File: config.mk
export PLATFORM = sky130hd
export DESIGN_NAME = matmul_seq_ctrl
export DESIGN_NICKNAME = d
export VERILOG_FILES = /design/src/rtl/matmul_pkg.sv /design/src/rtl/matmul_beat_pipe.sv /design/src/rtl/matmul_seq_ctrl.sv
export SDC_FILE = /design/constraint.sdc
export NUM_CORES = 1
export LEC_CHECK = 0
export CAP_MARGIN = 20
export CORE_AREA = 5 5 189 191
export CTS_BUF_LIST = sky130_fd_sc_hd__clkbuf_2 sky130_fd_sc_hd__clkbuf_4 sky130_fd_sc_hd__clkbuf_8
export DETAILED_ROUTE_END_ITERATION = 16
export DIE_AREA = 0 0 194 196
export HOLD_SLACK_MARGIN = 0.05
export PLACE_DENSITY_LB_ADDON = 0.3
export SYNTH_ARGS = -nofsm -noshare
export SYNTH_HDL_FRONTEND = slang
export SYNTH_HIERARCHICAL = 1
export SYNTH_SLANG_ARGS = --single-unit
File: constraint.sdc
create_clock -name clk -period 4.26 [get_ports clk]
set_input_delay 1.278 -clock clk [delete_from_list [all_inputs] [get_ports clk]]
set_output_delay 1.278 -clock clk [all_outputs]
set_load 0.02 [all_outputs]
File: src/rtl/matmul_pkg.sv
// rtl/matmul_pkg.sv - shared state, beat type and parameter checks for the matmul loop sequencer
package matmul_pkg;

    localparam int BEAT_ADDR_W = 16;

    typedef enum logic [2:0] {
        S_IDLE,
        S_CHECK,
        S_RUN,
        S_DRAIN,
        S_FIN
    } state_t;

    typedef struct packed {
        logic                   first;
        logic                   last;
        logic [BEAT_ADDR_W-1:0] c_addr;
    } beat_t;

    // Largest matrix (MAX_DIM x MAX_DIM) must be addressable with addr_w bits
    function automatic bit addr_space_ok(input int unsigned max_dim, input int unsigned addr_w);
        return (64'(max_dim) * 64'(max_dim)) <= (64'd1 << addr_w);
    endfunction

endpackage

File: src/rtl/matmul_beat_pipe.sv
// rtl/matmul_beat_pipe.sv - RD_LAT-deep valid+beat delay line aligning beat tags with operand data
module matmul_beat_pipe
    import matmul_pkg::*;
#(
    parameter int DEPTH = 1
) (
    input  logic  clk,
    input  logic  rst_n,
    input  logic  in_valid,
    input  beat_t in_beat,
    output logic  out_valid,
    output beat_t out_beat,
    output logic  busy
);

    logic [DEPTH-1:0] vld;
    beat_t            stg [DEPTH];

    always_ff @(posedge clk or negedge rst_n) begin
        if (!rst_n) begin
            vld <= '0;
            for (int s = 0; s < DEPTH; s++) begin
                stg[s] <= '0;
            end
        end else begin
            vld[0] <= in_valid;
            stg[0] <= in_beat;
            for (int s = 1; s < DEPTH; s++) begin
                vld[s] <= vld[s-1];
                stg[s] <= stg[s-1];
            end
        end
    end

    assign out_valid = vld[DEPTH-1];
    assign out_beat  = stg[DEPTH-1];
    assign busy      = |vld;

endmodule

File: src/rtl/matmul_seq_ctrl.sv
// rtl/matmul_seq_ctrl.sv - i/j/k loop sequencer driving A/B reads, MAC strobes and C writes
// Optional cycle counter: define MATMUL_SEQ_PERF_EN to build perf_cycles.
module matmul_seq_ctrl
    import matmul_pkg::*;
#(
    parameter int DIM_W   = 32,
    parameter int ADDR_W  = BEAT_ADDR_W,
    parameter int MAX_DIM = 256,
    parameter int RD_LAT  = 1
) (
    input  logic              clk,
    input  logic              rst_n,
    input  logic [DIM_W-1:0]  cfg_m,
    input  logic [DIM_W-1:0]  cfg_k,
    input  logic [DIM_W-1:0]  cfg_n,
    input  logic              start,
    output logic              done,
    output logic              busy,
    output logic              err,
    output logic              a_rd_en,
    output logic              b_rd_en,
    output logic [ADDR_W-1:0] a_rd_addr,
    output logic [ADDR_W-1:0] b_rd_addr,
    output logic              mac_en,
    output logic              mac_first,
    output logic              mac_last,
    output logic              c_wr_en,
    output logic [ADDR_W-1:0] c_wr_addr,
    output logic [31:0]       perf_cycles
);

    if (!addr_space_ok(MAX_DIM, ADDR_W) || ADDR_W > BEAT_ADDR_W || RD_LAT < 1) begin : g_bad_params
        $error("matmul_seq_ctrl: illegal parameter combination");
    end

    localparam logic [DIM_W-1:0]  D_ONE = DIM_W'(1);
    localparam logic [DIM_W-1:0]  D_TWO = DIM_W'(2);
    localparam logic [DIM_W-1:0]  D_MAX = DIM_W'(MAX_DIM);
    localparam logic [ADDR_W-1:0] A_ONE = ADDR_W'(1);

    state_t            state;
    logic [DIM_W-1:0]  m_q, k_q, n_q;
    logic [DIM_W-1:0]  i_cnt, j_cnt, k_cnt;
    logic [ADDR_W-1:0] a_addr_q, a_row_q, b_addr_q, c_addr_q;
    logic              rd_en_q, first_q, last_q;

    logic              pipe_valid, pipe_busy;
    beat_t             beat_in, pipe_beat;

    logic              k_wrap, cfg_bad;

    assign k_wrap  = (k_cnt == k_q - D_ONE);
    assign cfg_bad = (m_q == '0) || (k_q == '0) || (n_q == '0) ||
                     (m_q > D_MAX) || (k_q > D_MAX) || (n_q > D_MAX);

    always_ff @(posedge clk or negedge rst_n) begin
        if (!rst_n) begin
            state     <= S_IDLE;
            m_q       <= '0;
            k_q       <= '0;
            n_q       <= '0;
            i_cnt     <= '0;
            j_cnt     <= '0;
            k_cnt     <= '0;
            a_addr_q  <= '0;
            a_row_q   <= '0;
            b_addr_q  <= '0;
            c_addr_q  <= '0;
            rd_en_q   <= 1'b0;
            first_q   <= 1'b0;
            last_q    <= 1'b0;
            busy      <= 1'b0;
            done      <= 1'b0;
            err       <= 1'b0;
            c_wr_en   <= 1'b0;
            c_wr_addr <= '0;
        end else begin
            done      <= 1'b0;
            err       <= 1'b0;
            c_wr_en   <= pipe_valid && pipe_beat.last;
            c_wr_addr <= (pipe_valid && pipe_beat.last) ? ADDR_W'(pipe_beat.c_addr) : '0;

            unique case (state)
                S_IDLE: begin
                    if (start) begin
                        m_q   <= cfg_m;
                        k_q   <= cfg_k;
                        n_q   <= cfg_n;
                        busy  <= 1'b1;
                        state <= S_CHECK;
                    end
                end
                S_CHECK: begin
                    if (cfg_bad) begin
                        done  <= 1'b1;
                        err   <= 1'b1;
                        state <= S_FIN;
                    end else begin
                        i_cnt    <= '0;
                        j_cnt    <= '0;
                        k_cnt    <= '0;
                        a_addr_q <= '0;
                        a_row_q  <= '0;
                        b_addr_q <= '0;
                        c_addr_q <= '0;
                        rd_en_q  <= 1'b1;
                        first_q  <= 1'b1;
                        last_q   <= (k_q == D_ONE);
                        state    <= S_RUN;
                    end
                end
                S_RUN: begin
                    // Registers hold the beat on the bus now; compute the next one
                    first_q <= k_wrap;
                    last_q  <= k_wrap ? (k_q == D_ONE) : (k_cnt + D_TWO == k_q);
                    if (k_wrap) begin
                        k_cnt    <= '0;
                        c_addr_q <= c_addr_q + A_ONE;
                        if (j_cnt == n_q - D_ONE) begin
                            j_cnt <= '0;
                            if (i_cnt == m_q - D_ONE) begin
                                rd_en_q  <= 1'b0;
                                first_q  <= 1'b0;
                                last_q   <= 1'b0;
                                a_addr_q <= '0;
                                b_addr_q <= '0;
                                c_addr_q <= '0;
                                state    <= S_DRAIN;
                            end else begin
                                i_cnt    <= i_cnt + D_ONE;
                                a_row_q  <= a_row_q + k_q[ADDR_W-1:0];
                                a_addr_q <= a_addr_q + A_ONE;
                                b_addr_q <= '0;
                            end
                        end else begin
                            j_cnt    <= j_cnt + D_ONE;
                            a_addr_q <= a_row_q;
                            b_addr_q <= ADDR_W'(j_cnt + D_ONE);
                        end
                    end else begin
                        k_cnt    <= k_cnt + D_ONE;
                        a_addr_q <= a_addr_q + A_ONE;
                        b_addr_q <= b_addr_q + n_q[ADDR_W-1:0];
                    end
                end
                S_DRAIN: begin
                    // Once the delay line is empty the final write is on the bus this cycle
                    if (!pipe_busy) begin
                        done  <= 1'b1;
                        state <= S_FIN;
                    end
                end
                S_FIN: begin
                    busy  <= 1'b0;
                    state <= S_IDLE;
                end
                default: state <= S_IDLE;
            endcase
        end
    end

    assign beat_in.first  = first_q;
    assign beat_in.last   = last_q;
    assign beat_in.c_addr = BEAT_ADDR_W'(c_addr_q);

    matmul_beat_pipe #(
        .DEPTH(RD_LAT)
    ) u_beat_pipe (
        .clk      (clk),
        .rst_n    (rst_n),
        .in_valid (rd_en_q),
        .in_beat  (beat_in),
        .out_valid(pipe_valid),
        .out_beat (pipe_beat),
        .busy     (pipe_busy)
    );

    assign a_rd_en   = rd_en_q;
    assign b_rd_en   = rd_en_q;
    assign a_rd_addr = a_addr_q;
    assign b_rd_addr = b_addr_q;
    assign mac_en    = pipe_valid;
    assign mac_first = pipe_valid & pipe_beat.first;
    assign mac_last  = pipe_valid & pipe_beat.last;

`ifdef MATMUL_SEQ_PERF_EN
    logic [31:0] perf_q;

    // The accepting cycle counts as the first cycle of the run
    always_ff @(posedge clk or negedge rst_n) begin
        if (!rst_n) begin
            perf_q <= '0;
        end else if (state == S_IDLE && start) begin
            perf_q <= 32'd1;
        end else if (busy) begin
            perf_q <= perf_q + 32'd1;
        end
    end

    assign perf_cycles = perf_q;
`else
    assign perf_cycles = 32'd0;
`endif

endmodule
# Yosys cells after proc, flatten, opt, wreduce, memory -nomap -nowiden

Index checks and enable logic that the tools add are counted.

Flip-flop bits (word level): 301
Latch bits: 0
Memory bits (writable): 0
Memory bits (read-only): 0
Input port bits: 99
Output and inout bits: 89
Logic and storage cells: 129
Memories: 0

$add $sub $neg: 11
$mul: 0
Divide/modulo/power cells: 0
Order comparisons: 3
Equal/unequal tests: 16
Shift operators: 0
Multiplexer cells: 55
Bitwise gates (word level): 2
Reductions and logical operators: 19

Operator list:

| kind                                                                   | count |
|---|---|
| 32-bit two-way mux                                                     | 7 |
| 16-bit two-way mux                                                     | 13 |
| 32-bit one-hot mux with 2 select lines                                 | 3 |
| 32-bit == test                                                         | 4 |
| 16-bit one-hot mux with 2 select lines                                 | 4 |
| 32-bit by 1-bit adder with 32-bit output (second input constant)       | 3 |
| 32-bit by 9-bit > comparator with 1-bit output (second input constant) | 3 |
| 32-bit zero test                                                       | 3 |
| 32-bit by 1-bit subtractor with 32-bit output (second input constant)  | 3 |
| 16-bit by 1-bit adder with 16-bit output (second input constant)       | 2 |
| 16-bit adder                                                           | 2 |
| 32-bit by 2-bit adder with 32-bit output (second input constant)       | 1 |
| 32-bit by 1-bit == test with 1-bit output (second input constant)      | 1 |
| 3-bit two-way mux                                                      | 6 |
| 1-bit two-way mux                                                      | 16 |
| 5-bit AND reduction                                                    | 3 |
| 2-bit inequality test (second input constant)                          | 7 |
| 3-bit one-hot mux with 4 select lines                                  | 1 |
| 1-bit one-hot mux with 2 select lines                                  | 5 |
| 3-bit by 2-bit == test with 1-bit output (second input constant)       | 2 |
| 2-bit AND reduction                                                    | 3 |
| 1-bit logical OR                                                       | 5 |
| 2-bit nonzero test                                                     | 2 |
| 3-bit by 1-bit == test with 1-bit output (second input constant)       | 1 |
| other kinds (5)                                                        | 6 |

# Logic depth before layout (Yosys ltp)

Depth in word-level cells: 8
Gate-level depth with buffers: 16
Depth with buffers taken out: 12

# By module

The synthesis kept the hierarchy.

By module, submodules not included:

| module           | times used | cells each | area an instance (um2) | sequential area each (um2) |
|---|---|---|---|---|
| matmul_seq_ctrl  | 1          | 2230       | 19406.1                | 7056.8 |
| matmul_beat_pipe | 1          | 20         | 483.0                  | 475.5 |

# Worst setup path after synthesis

Ideal clock, no wire load.

Path kind: register to register
Start: register n_q[0]
End: register a_addr_q[3], in the netlist a_rd_addr[3]
Library setup time: 128 ps
Arrival time: 3782 ps
Required time: 4132 ps
Setup slack: 350 ps
Cell stages (with the launch flop): 15
Path buffers: 2
Clock period less this slack: 3910 ps
Cells stage by stage: dfrtp_1 clkbuf_1 inv_1 ha_1 or3b_1 o41ai_1 o21ai_0 or4_1 nand4bb_1 or4b_1 nor4_4 a21oi_1 clkbuf_1 a31oi_1 o22ai_1

Word-level cells in the longest chain between the ends: 7
Elaborated cells between the ends (all ways): 13
Those cells by class: 1 x add/sub; 1 x order compare; 2 x eq/ne; 3 x mux; 6 x reduce/logical

Ends and longest elaborated chain:

| item                                                                                  | line                   | text |
|---|---|---|
| start, declared                                                                       | matmul_seq_ctrl.sv:42  | `logic [DIM_W-1:0] m_q, k_q, n_q;` |
| start signal, assigned                                                                | matmul_seq_ctrl.sv:88  | `n_q <= cfg_n;` |
| branches (longest 7 deep; another with 32-bit by 1-bit subtractor with 32-bit output) | -                      |  |
| end signal, assigned                                                                  | matmul_seq_ctrl.sv:132 | `a_addr_q <= a_addr_q + A_ONE;` |
| end signal, assigned                                                                  | matmul_seq_ctrl.sv:137 | `a_addr_q <= a_row_q;` |
| end signal, assigned                                                                  | matmul_seq_ctrl.sv:142 | `a_addr_q <= a_addr_q + A_ONE;` |
| end, declared                                                                         | matmul_seq_ctrl.sv:44  | `logic [ADDR_W-1:0] a_addr_q, a_row_q, b_addr_q, c_addr_q;` |

Parallel ways; which one is timed is not known.
A chain may end at the register's enable or synchronous reset.

# Worst setup path after layout

Start: register n_q[11]
End: register i_cnt[17]

Word-level cells in the longest chain between the ends: 7
Elaborated cells between the ends (all ways): 11
Those cells by class: 1 x add/sub; 1 x order compare; 3 x eq/ne; 6 x reduce/logical

Ends and longest elaborated chain:

| item                                                                                  | line                   | text |
|---|---|---|
| branches (longest 6 deep; another with 32-bit by 1-bit subtractor with 32-bit output) | -                      |  |
| 5-bit AND reduction (no line) *                                                       | -                      |  |
| end signal, assigned                                                                  | matmul_seq_ctrl.sv:130 | `i_cnt <= i_cnt + D_ONE;` |
| end, declared                                                                         | matmul_seq_ctrl.sv:43  | `logic [DIM_W-1:0] i_cnt, j_cnt, k_cnt;` |

Mark *: on every way between the ends.

==> summary.txt <==
Die span in y - 196 um
HPWL Detailed - 44.0 mm
Share of flip-flops with an asynchronous set or reset - 100%
Clock skew - 0.0253 ns
PwrDens - 487 nW/um^2
Slew HR - 44.7%
Initial antenna violation count - 0
CTS max path bufs - 3
Final WS setup - 0.0519 ns
Iteration-0 DRC count of the detailed router - 1485
Chip width - 194 um
Largest cells by area after synthesis - dfrtp_1 38%, xnor2_1 5.0%, mux2_2 4.9%
Via count - 18600
CTS Buf Count - 53
Clk pwr share - 25.3%
Post-DR vias/cell - 6.35
Status - finished clean
Post-synthesis sequential area ratio - 37.9%
1st-pass router iterations - 6
Die area - 38000 sq um
Worst hold path type - flop to flop
Switching Share - 38.5%
Area added between synthesis and finish - 18.6%
CP cell instances - or4_4 -> or3_4 -> o21a_1 -> nor4_2 -> nor4bb_1 -> nand4_1 -> nor4_4 -> buf_4 -> or3b_4 -> or4_1 -> a21oi_1
Most frequent cell after synthesis - dfrtp_1
CP Depth - 11
Synth Flop Type - dfrtp_1
Diodes inserted - 0
Max VDD drop - 0.365 mV
Final net count - 2580
WP data arrival - 4.78 ns
Core area - 33900 sq um
Share of power burned in registers - 35.8%
Cells after synthesis - 2250
Routability congestion estimate - 0.968
DRC Markers - 0
Distinct cells, synth - 88
LEAKAGE - 9.73 nW
Crit path launch - n_q[11]
Reg2reg start - n_q[11]
Worst path top cell family by delay - simple AND/OR/NAND/NOR gates
Largest net degree at the start of global routing - 96
WL per Instance - 20.5 um
TritonCTS clock tree - yes
Post-synth top area share - 37.9%
Post-route minimum period - 4.21 ns
Hold Vio Cnt, Final - 0
#FFs+latches synth - 301
Worst Path Max Fanout - 10
Pint - 7.07 mW
Clk sinks - 301
Antenna viol nets, final - 0
CP max stage delay - 0.57 ns
FP Rows - 68
Vias in the first global route - 18000
Clk root buf - clkbuf_8
Post-Place Setup Slack - -0.0500 ns
Buf/Inv on CP - 1
Num ports - 188
Fin crit share - 98.8%
Synth warn - 6
Skew-Pair Late Insertion Delay - 0.66 ns
Hold_ws - 0.382 ns
Initial Utilization - 58.6%
Global-route wire length before repair - 96.1 mm
Dominant cell type by area after synthesis - dfrtp_1
EDFF count, synth - 0
Worst Setup Path Type - flop to flop
Crit path capture type - flop
Setup TNS - 0 ns
CP Data Required Time - 4.83 ns
GR Overflow Total - 0
Clock slew at the register clock pins of the worst setup and hold paths - 0.06 ns
Max-slew violation count - 0
All-Layer GR Usage - 30.5%
Reg2Reg Setup Slack - 0.05 ns
Most frequent cells after synthesis - 301 x dfrtp_1, 173 x o21ai_0, 141 x nor2_1
Syn_area_per_cell - 8.84 sq um
Setup violators final - 0
H-Tree Depth - 2
Worst-Margin Slew - 0.826 ns
Reg-to-reg endpoint - i_cnt[17]
Critical Path Source Type - flop
Proportion of layout cells with a drive suffix above 1 - 14.5%
Worst Setup EP - i_cnt[17]
NetSw - 4.42 mW
Synthesized area - 19900 sq um
Slowest cell on crit path - or4_4
RSZ-0062 raised after global routing - false
Port Buffer Count - 155
Fmax - 238 MHz
Gate power share - 38.9%
Reg2Reg Depth - 11
Routed WL - 60.0 mm
MaxCap Viol Count - 0
==> repair_timing <==
| item | CTS | global route |
|---|---|---|
| pin swaps | 0 | 6 |
| hold buffers | 0 | 0 |
| gates resized for setup | 2 | 25 |
| gates cloned | 0 | 3 |
| setup buffers | 0 | 3 |
| endpoints found under the setup margin | 9 | 80 |
==> sequential cells by signal, summed over array words and instances, names as in the netlist, 3 cells and up <==
name and flops:
u_beat_pipe/out_beat 18, n_q 32, c_wr_addr 16, j_cnt 32
state 3, m_q 32, a_row_q 16, c_addr_q 16
b_rd_addr 16, k_q 32, k_cnt 32, a_rd_addr 16
i_cnt 32
==> placed cells by master, fill, tap and decap left out, types with 88 or more instances in the layout <==
master             n
nor2_1           138
xnor2_1          113
nand2_1          134
o21ai_0          172
clkdlybuf4s50_1  154
nand3_1           94
dfrtp_1          298
buf_4            110
a21oi_1           88
nor3_1           105
==> through the flow <==
step / util [%] / std cells / power [mW] / area (sq um)
after CTS: 69.0 / 2923 / 11.4 / 23400
after global placement: 65.6 / 2830 / 8.37 / 22300
after detailed placement: 65.6 / 2830 / 8.46 / 22300
final: 69.5 / 2930 / 11.5 / 23600
after global routing: 69.5 / 2930 / 12.1 / 23600
after floorplan: - / 2281 / 6.97 / 20000
==> area by class of cell <==
cell class	instances	area, sq um
clock inverters	11	97.6
inverters	76	285
flip-flops and latches	301	7540
well taps	455	569
clock buffers	82	1050
repair buffers	270	2480
multi-input cells	1735	11600
fillers	2698	10400
==> routing by layer <==
layer / vias to the layer above / part of all wire, % / track usage, % / wire [um]
met5: - / 0 / 0 / 0
met4: 0 / 4.1 / 12.3 / 2470
met3: 144 / 6.7 / 4.59 / 4030
met2: 785 / 48 / 50.9 / 28600
met1: 9055 / 42 / 40.2 / 24900
li1: 8611 / - / - / -
==> worst min-delay path by stage <==
stage	endpoint	cells after the start	slack, ns	startpoint
detailed placement	u_beat_pipe/out_beat[17]	0	0.37	first_q
global route	u_beat_pipe/out_beat[17]	0	0.41	first_q
finish	u_beat_pipe/out_beat[17]	0	0.38	first_q
CTS	u_beat_pipe/out_beat[17]	0	0.38	first_q
floorplan	u_beat_pipe/out_beat[17]	0	0.35	first_q
global placement	u_beat_pipe/out_beat[17]	0	0.37	first_q
==> cell families (layout without fill, tap and decap cells) <==
kind of cell,count (synthesis),in the layout,share of synthesized area (%)
buffers and inverters,248,439,5.40
AOI/OAI and AO/OA,510,510,16.1
adders and majority gates,44,44,2.84
DFF,301,301,37.9
muxes,108,108,5.98
xor gates and xnor gates,189,189,8.40
and+or+nand+nor,849,852,23.4
other,1,32,0.0189
==> power by group through the flow <==
stage	Combinational (mW)	Clock (mW)	Sequential (mW)
floorplan	3.08	0	3.89
global placement	4.27	0	4.10
detailed placement	4.34	0	4.11
CTS	4.37	2.96	4.07
global route	4.85	3.09	4.18
finish	4.47	2.90	4.11
==> worst reg2reg max path, cell delays in order, from the launching register on <==
cell	delay, ns
dfrtp_2	0.48
or4_4	0.58
or3_4	0.40
o21a_1	0.24
nor4_2	0.29
nor4bb_1	0.23
nand4_1	0.19
nor4_4	0.42
buf_4	0.21
or3b_4	0.46
or4_1	0.48
a21oi_1	0.15
Power figures use the tool's default switching activity.
